**config.mk**
```make
export PLATFORM = sky130hd
export DESIGN_NAME = fd_sat_timer
export DESIGN_NICKNAME = d
export VERILOG_FILES = /design/src/rtl/fd_chk_pkg.sv /design/src/rtl/fd_sat_timer.sv
export SDC_FILE = /design/constraint.sdc
export NUM_CORES = 1
export LEC_CHECK = 0
export CELL_PAD_IN_SITES_DETAIL_PLACEMENT = 0
export CELL_PAD_IN_SITES_GLOBAL_PLACEMENT = 1
export CORE_AREA = 10 10 47 49
export CTS_BUF_LIST = sky130_fd_sc_hd__clkbuf_8
export DETAILED_ROUTE_END_ITERATION = 10
export DIE_AREA = 0 0 57 59
export MAX_ROUTING_LAYER = met4
export PLACE_DENSITY = 0.84
export SKIP_CTS_REPAIR_TIMING = 1
export SYNTH_ARGS = -nofsm -noshare
export SYNTH_HDL_FRONTEND = slang
export SYNTH_SLANG_ARGS = --single-unit
```
**constraint.sdc**
```tcl
create_clock -name clk -period 1.6 [get_ports clk]
set_input_delay 0.24 -clock clk [delete_from_list [all_inputs] [get_ports clk]]
set_output_delay 0.24 -clock clk [all_outputs]
set_load 0.03 [all_outputs]
```
**src/rtl/fd_chk_pkg.sv**
```systemverilog
// Shared definitions for the strobe capture register and its timing checker:
// violation bit positions, strobe phase encoding and saturating arithmetic.
package fd_chk_pkg;

  localparam int unsigned VIOL_SETUP  = 0;
  localparam int unsigned VIOL_HOLD   = 1;
  localparam int unsigned VIOL_WPOS   = 2;
  localparam int unsigned VIOL_WNEG   = 3;
  localparam int unsigned VIOL_PERIOD = 4;
  localparam int unsigned VIOL_W      = 5;

  typedef enum logic [1:0] {
    PhIdle = 2'd0,
    PhHigh = 2'd1,
    PhLow  = 2'd2
  } phase_e;

  // Increment that sticks at max_val instead of wrapping.
  function automatic logic [31:0] sat_inc(input logic [31:0] val, input logic [31:0] max_val);
    return (val >= max_val) ? max_val : val + 32'd1;
  endfunction

endpackage

```
**src/rtl/fd_sat_timer.sv**
```systemverilog
// Saturating up-counter with synchronous restart (to zero) and count enable.
module fd_sat_timer
  import fd_chk_pkg::*;
#(
  parameter int unsigned CNT_W = 8
) (
  input  logic             clk,
  input  logic             rst,
  input  logic             restart_i,
  input  logic             en_i,
  output logic [CNT_W-1:0] cnt_o
);

  localparam logic [CNT_W-1:0] CntMax = '1;

  logic [CNT_W-1:0] cnt_q, cnt_d;

  always_comb begin
    cnt_d = cnt_q;
    if (restart_i) begin
      cnt_d = '0;
    end else if (en_i) begin
      cnt_d = CNT_W'(sat_inc(32'(cnt_q), 32'(CntMax)));
    end
  end

  always_ff @(posedge clk or posedge rst) begin
    if (rst) begin
      cnt_q <= '0;
    end else begin
      cnt_q <= cnt_d;
    end
  end

  assign cnt_o = cnt_q;

endmodule

```
-- Yosys cells after proc, flatten, opt, wreduce, memory -nomap -nowiden
Index checks and enable logic that the tools add are counted.
- bits in registers: 8
- input port bits: 4
- output and inout port bits: 8
- logic and storage cells: 7
- add/sub/neg operators: 1
- magnitude comparators: 1
- muxes and demuxes: 3
- reduce and logical (&&, ||, !) cells: 1
- operators by type and width (operator ; count):
    two-way mux 8 bit ; 3
    adder 8 x 1 -> 8 bit (second input constant) ; 1
    greater-or-equal comparator 8 bit (second input constant) ; 1
    nonzero test 2 bit ; 1

-- Depth between registers and ports, before layout
- depth in word-level cells: 4
- mapped depth: 4
- depth with buffers taken out: 4

-- Worst setup path before layout
Ideal clock, no wire load.
- path kind: register to register
- from: register cnt_q[0], in the netlist cnt_o[0]
- to: register cnt_q[6], in the netlist cnt_o[6]
- library setup time: 0.086 ns
- arrival: 1.298 ns
- required time: 1.514 ns
- slack: 0.216 ns
- cell stages (with the launch flop): 5
- clock period less this slack: 1.384 ns
- cells stage by stage: dfrtp_1 > ha_1 > and3_1 > and4b_1 > nor3_1
- longest elaborated chain between the ends: 4
- elaborated cells between the ends (all ways): 5
- classes of those cells: add/sub (1); order compare (1); mux (3)
- ends and longest elaborated chain (item ; RTL line ; source):
    start, declared ; fd_sat_timer.sv:16 ; logic [CNT_W-1:0] cnt_q, cnt_d;
    start signal, assigned ; fd_sat_timer.sv:31 ; cnt_q <= cnt_d;
    adder 8 x 1 -> 8 bit / greater-or-equal comparator 8 bit (equally long branches) ; fd_chk_pkg.sv:20 ; return (val >= max_val) ? max_val : val + 32'd1;
    two-way mux 8 bit (*) ; fd_chk_pkg.sv:20 ;
    two-way mux 8 bit (*) ; fd_sat_timer.sv:22 ; end else if (en_i) begin
    two-way mux 8 bit (*) ; fd_sat_timer.sv:20 ; if (restart_i) begin
Every way passes the cells marked *; elsewhere a longest branch is shown, timed or not. The select of a mux whose other input is x is not followed.
A chain may end at the register's enable or synchronous reset.

-- Final worst setup path
- from: register cnt_q[1], in the netlist cnt_o[1]
- to: output port cnt_o[1]
- RTL lines (item ; RTL line ; source):
    end, declared ; fd_sat_timer.sv:11 ; output logic [CNT_W-1:0] cnt_o
No word-level cell between the ends.

==> summary.md <==
| Metric | Value |
|---|---|
| Outcome | `completed` |
| Main synth FF type | `dfrtp_1` |
| Dpl ws | `181.3 ps` |
| Routability cong. | `~0.8` |
| Slowest CP cell | `clkdlybuf4s50_1` |
| Cell Rows | `14` |
| GR peak layer | `met2` |
| Die Width | `57 um` |
| Yosys top cell by area | `dfrtp_1` |
| CP Max Fanout | `4` |
| Core ar. | `1401 um^2` |
| Critical Path, Cell by Cell | `clkdlybuf4s50_1` |
| Max FFs per register | `8` |
| Commonest cells in the netlist | `8 x dfrtp_1, 4 x a31oi_1, 3 x a211oi_2, 3 x a21oi_1` |
| Largest net degree at the start of global routing | `9` |
| Area Overhead vs Synth | `44.44%` |
| DR pass1 iterations | `3` |
| Height of the die | `59 um` |
| PnR Total Power | `between 0.5 and 0.6 mW` |
| Seq cells post-synth | `8` |
| DRT Wirelength | `~1.1 mm` |
| Pleak | `between 0.3 and 0.4 nW` |
| Initial Utilization | `31.34%` |
| Worst path bufs/invs | `1` |
| Top-area cell type share of the netlist area | `between 40% and 50%` |
| Syn Inst Count | `40` |
| Unrepaired setup endpoints after global routing | `no` |
| Max stage delay on crit path | `between 600 and 700 ps` |
| Hold Path Class | `in2async` |
| Synth area leaders | `dfrtp_1 46%, a211oi_2 8.5%, a31oi_1 5.7%, and4_4 5.1%, and4_1 4.0%` |
| DR vias/cell | `5.444` |
| Power share of the sequential group | `around two fifths` |
| Psw | `around 0.11 mW` |
| VDD IR-drop max | `around 0.47 mV` |
| Most frequent cell after synthesis | `dfrtp_1` |
| Post-DP HPWL | `around 770 um` |
| H-tree Lvls | `1` |
| Highest clock rate | `~650 MHz` |
| Clk root buf | `clkbuf_8` |
| Initial DRC Count | `7` |
| Setup TNS | `0 ps` |
| Final antenna-violating net count | `0` |
| Synth Area per Inst | `10.98 um^2` |
| Die area | `between 3000 and 4000 um^2` |
| Post-Place Cell Area | `approximately 580 um^2` |
| Longest Clk Path Bufs | `2` |
| Vias in the first global route | `about 420` |
| Slew Viols, Final | `0` |
| Max cap viols | `0` |
| Power Internal | `0.3953 mW` |
| Clock Pin Slew Worst Setup and Hold Paths | `~40 ps` |
| Data arrival time of the worst path | `between 1000 and 1500 ps` |
| Worst R2R Setup Slack | `260 ps` |
| TritonCTS clock tree | `done` |
| Sw frac | `between 20% and 30%` |
| Number of flops mapped to enable cells by yosys | `0` |
| Fin crit share | `96.05%` |
| # diodes | `0` |
| Final Cell Area | `about 630 um^2` |
| I/O pins | `12` |
| Clock power share | `47.8%` |
| Synth cell types | `19` |
| FFs w/ async S/R, synth | `100.0%` |
| Final WS setup | `approximately 63 ps` |
| Port Buf Inserts | `11` |
| Worst setup SP type | `register` |
| Post-synth design cell area | `~440 um^2` |
| Worst-Skew Late Latency | `about 230 ps` |
| Met1 Use GR | `7.879%` |
| Combinational Power Share | `10.3%` |
| Worst slew pin tran | `between 300 and 400 ps` |
| GRT Resource Usage Total | `about 7.8%` |
| GR Util met2 | `10.23%` |
| Final hold vios | `0` |
| Critical Path RT | `1360 ps` |
| M3 GR Usage | `between 4 and 5%` |
| Clock Sinks | `8` |
| Share of layout cells above drive strength 1 | `a little over a fifth` |
| DR DRC count | `0` |
| Post-synthesis net count | `45` |
| Worst setup path class | `reg2out` |
| Clock Skew | `about 1.8 ps` |
| Ys Warns | `0` |
| CP top delay family | `buffers and inverters` |
| Net count reported at finish | `63` |
| Sequential-to-total area share from yosys stat | `between 40% and 50%` |
| Antenna violations before repair | `0` |
| Via count | `392` |
| Setup violators final | `0` |
| Crit. End Element | `primary output` |
| Total CTS buffers | `3` |
| Grt ovf | `0` |
| Relative slew slack | `between 70% and 80%` |
| Avg WL per Cell | `between 10 and 15 um` |
| Pwr dens | `804.3 nW/um^2` |
| Fin crit period | `between 1500 and 2000 ps` |
| First-pass GRT wire length | `~1.9 mm` |
-- kinds of logic (layout without fill, tap and decap cells) --
logic type / after synthesis / in the layout / share of synthesized area, %
AO/OA/AOI/OAI: 15 / 15 / 27.06
buffers and inverters: 2 / 18 / 3.418
flip-flops: 8 / 8 / 45.58
AND/OR/NAND/NOR: 14 / 14 / 21.08
adder cells (fa/ha/maj): 1 / 1 / 2.849
-- metal layers --
layer / wire [um] / up-vias / share of wire (%)
li1: - / 192 / -
met1: 483 / 184 / 46
met2: 435 / 11 / 41
met3: 95 / 5 / 9.0
met4: 46 / 0 / 4.3
met5: 0 / - / 0
-- cell type report --
cell class                 count  area (um^2)
fill                         145        767.0
multi-input combinational     30        224.0
timing repair buffer          14        145.1
inverter                       1        3.754
tap                           16        20.02
clock buffer                   3        41.29
sequential                     8        200.2
-- placed cells by master, fill, tap and decap left out, types with 3 or more instances in the layout --
master / count
dfrtp_1: 8
clkbuf_8: 3
buf_4: 3
clkdlybuf4s50_1: 6
a211oi_2: 3
a21oi_1: 3
dlymetal6s2s_1: 5
a31oi_1: 4
-- stage by stage --
step	std cells	hold slack [ps]	utilization, %
after floorplan	40	55.66	-
after global placement	69	508.9	41.43
after detailed placement	69	516.2	41.43
after CTS	72	268.3	44.38
after global routing	72	280.1	45.27
final	72	258.7	45.27
-- power by group through the flow --
stage | Sequential (mW) | Combinational (mW) | Clock [mW]
6_report | 0.213 | 0.0526 | 0.244
5_1_grt | 0.215 | 0.0572 | 0.261
4_1_cts | 0.214 | 0.0541 | 0.252
3_5_place_dp | 0.217 | 0.0539 | 0
3_3_place_gp | 0.216 | 0.0533 | 0
2_1_floorplan | 0.225 | 0.0169 | 0
-- worst paths after layout --
kind                            cells after the start       end     start
worst max-delay path                                1  cnt_o[1]  cnt_o[1]
min in group clk                                    1  cnt_o[0]  cnt_o[0]
worst min-delay path                                2  cnt_o[5]       rst
worst min register to register                      1  cnt_o[0]  cnt_o[0]
max in group asynchronous                           2  cnt_o[1]       rst
worst max register to register                      4  cnt_o[6]  cnt_o[0]
Note: power is estimated with default switching activity, not from simulation.
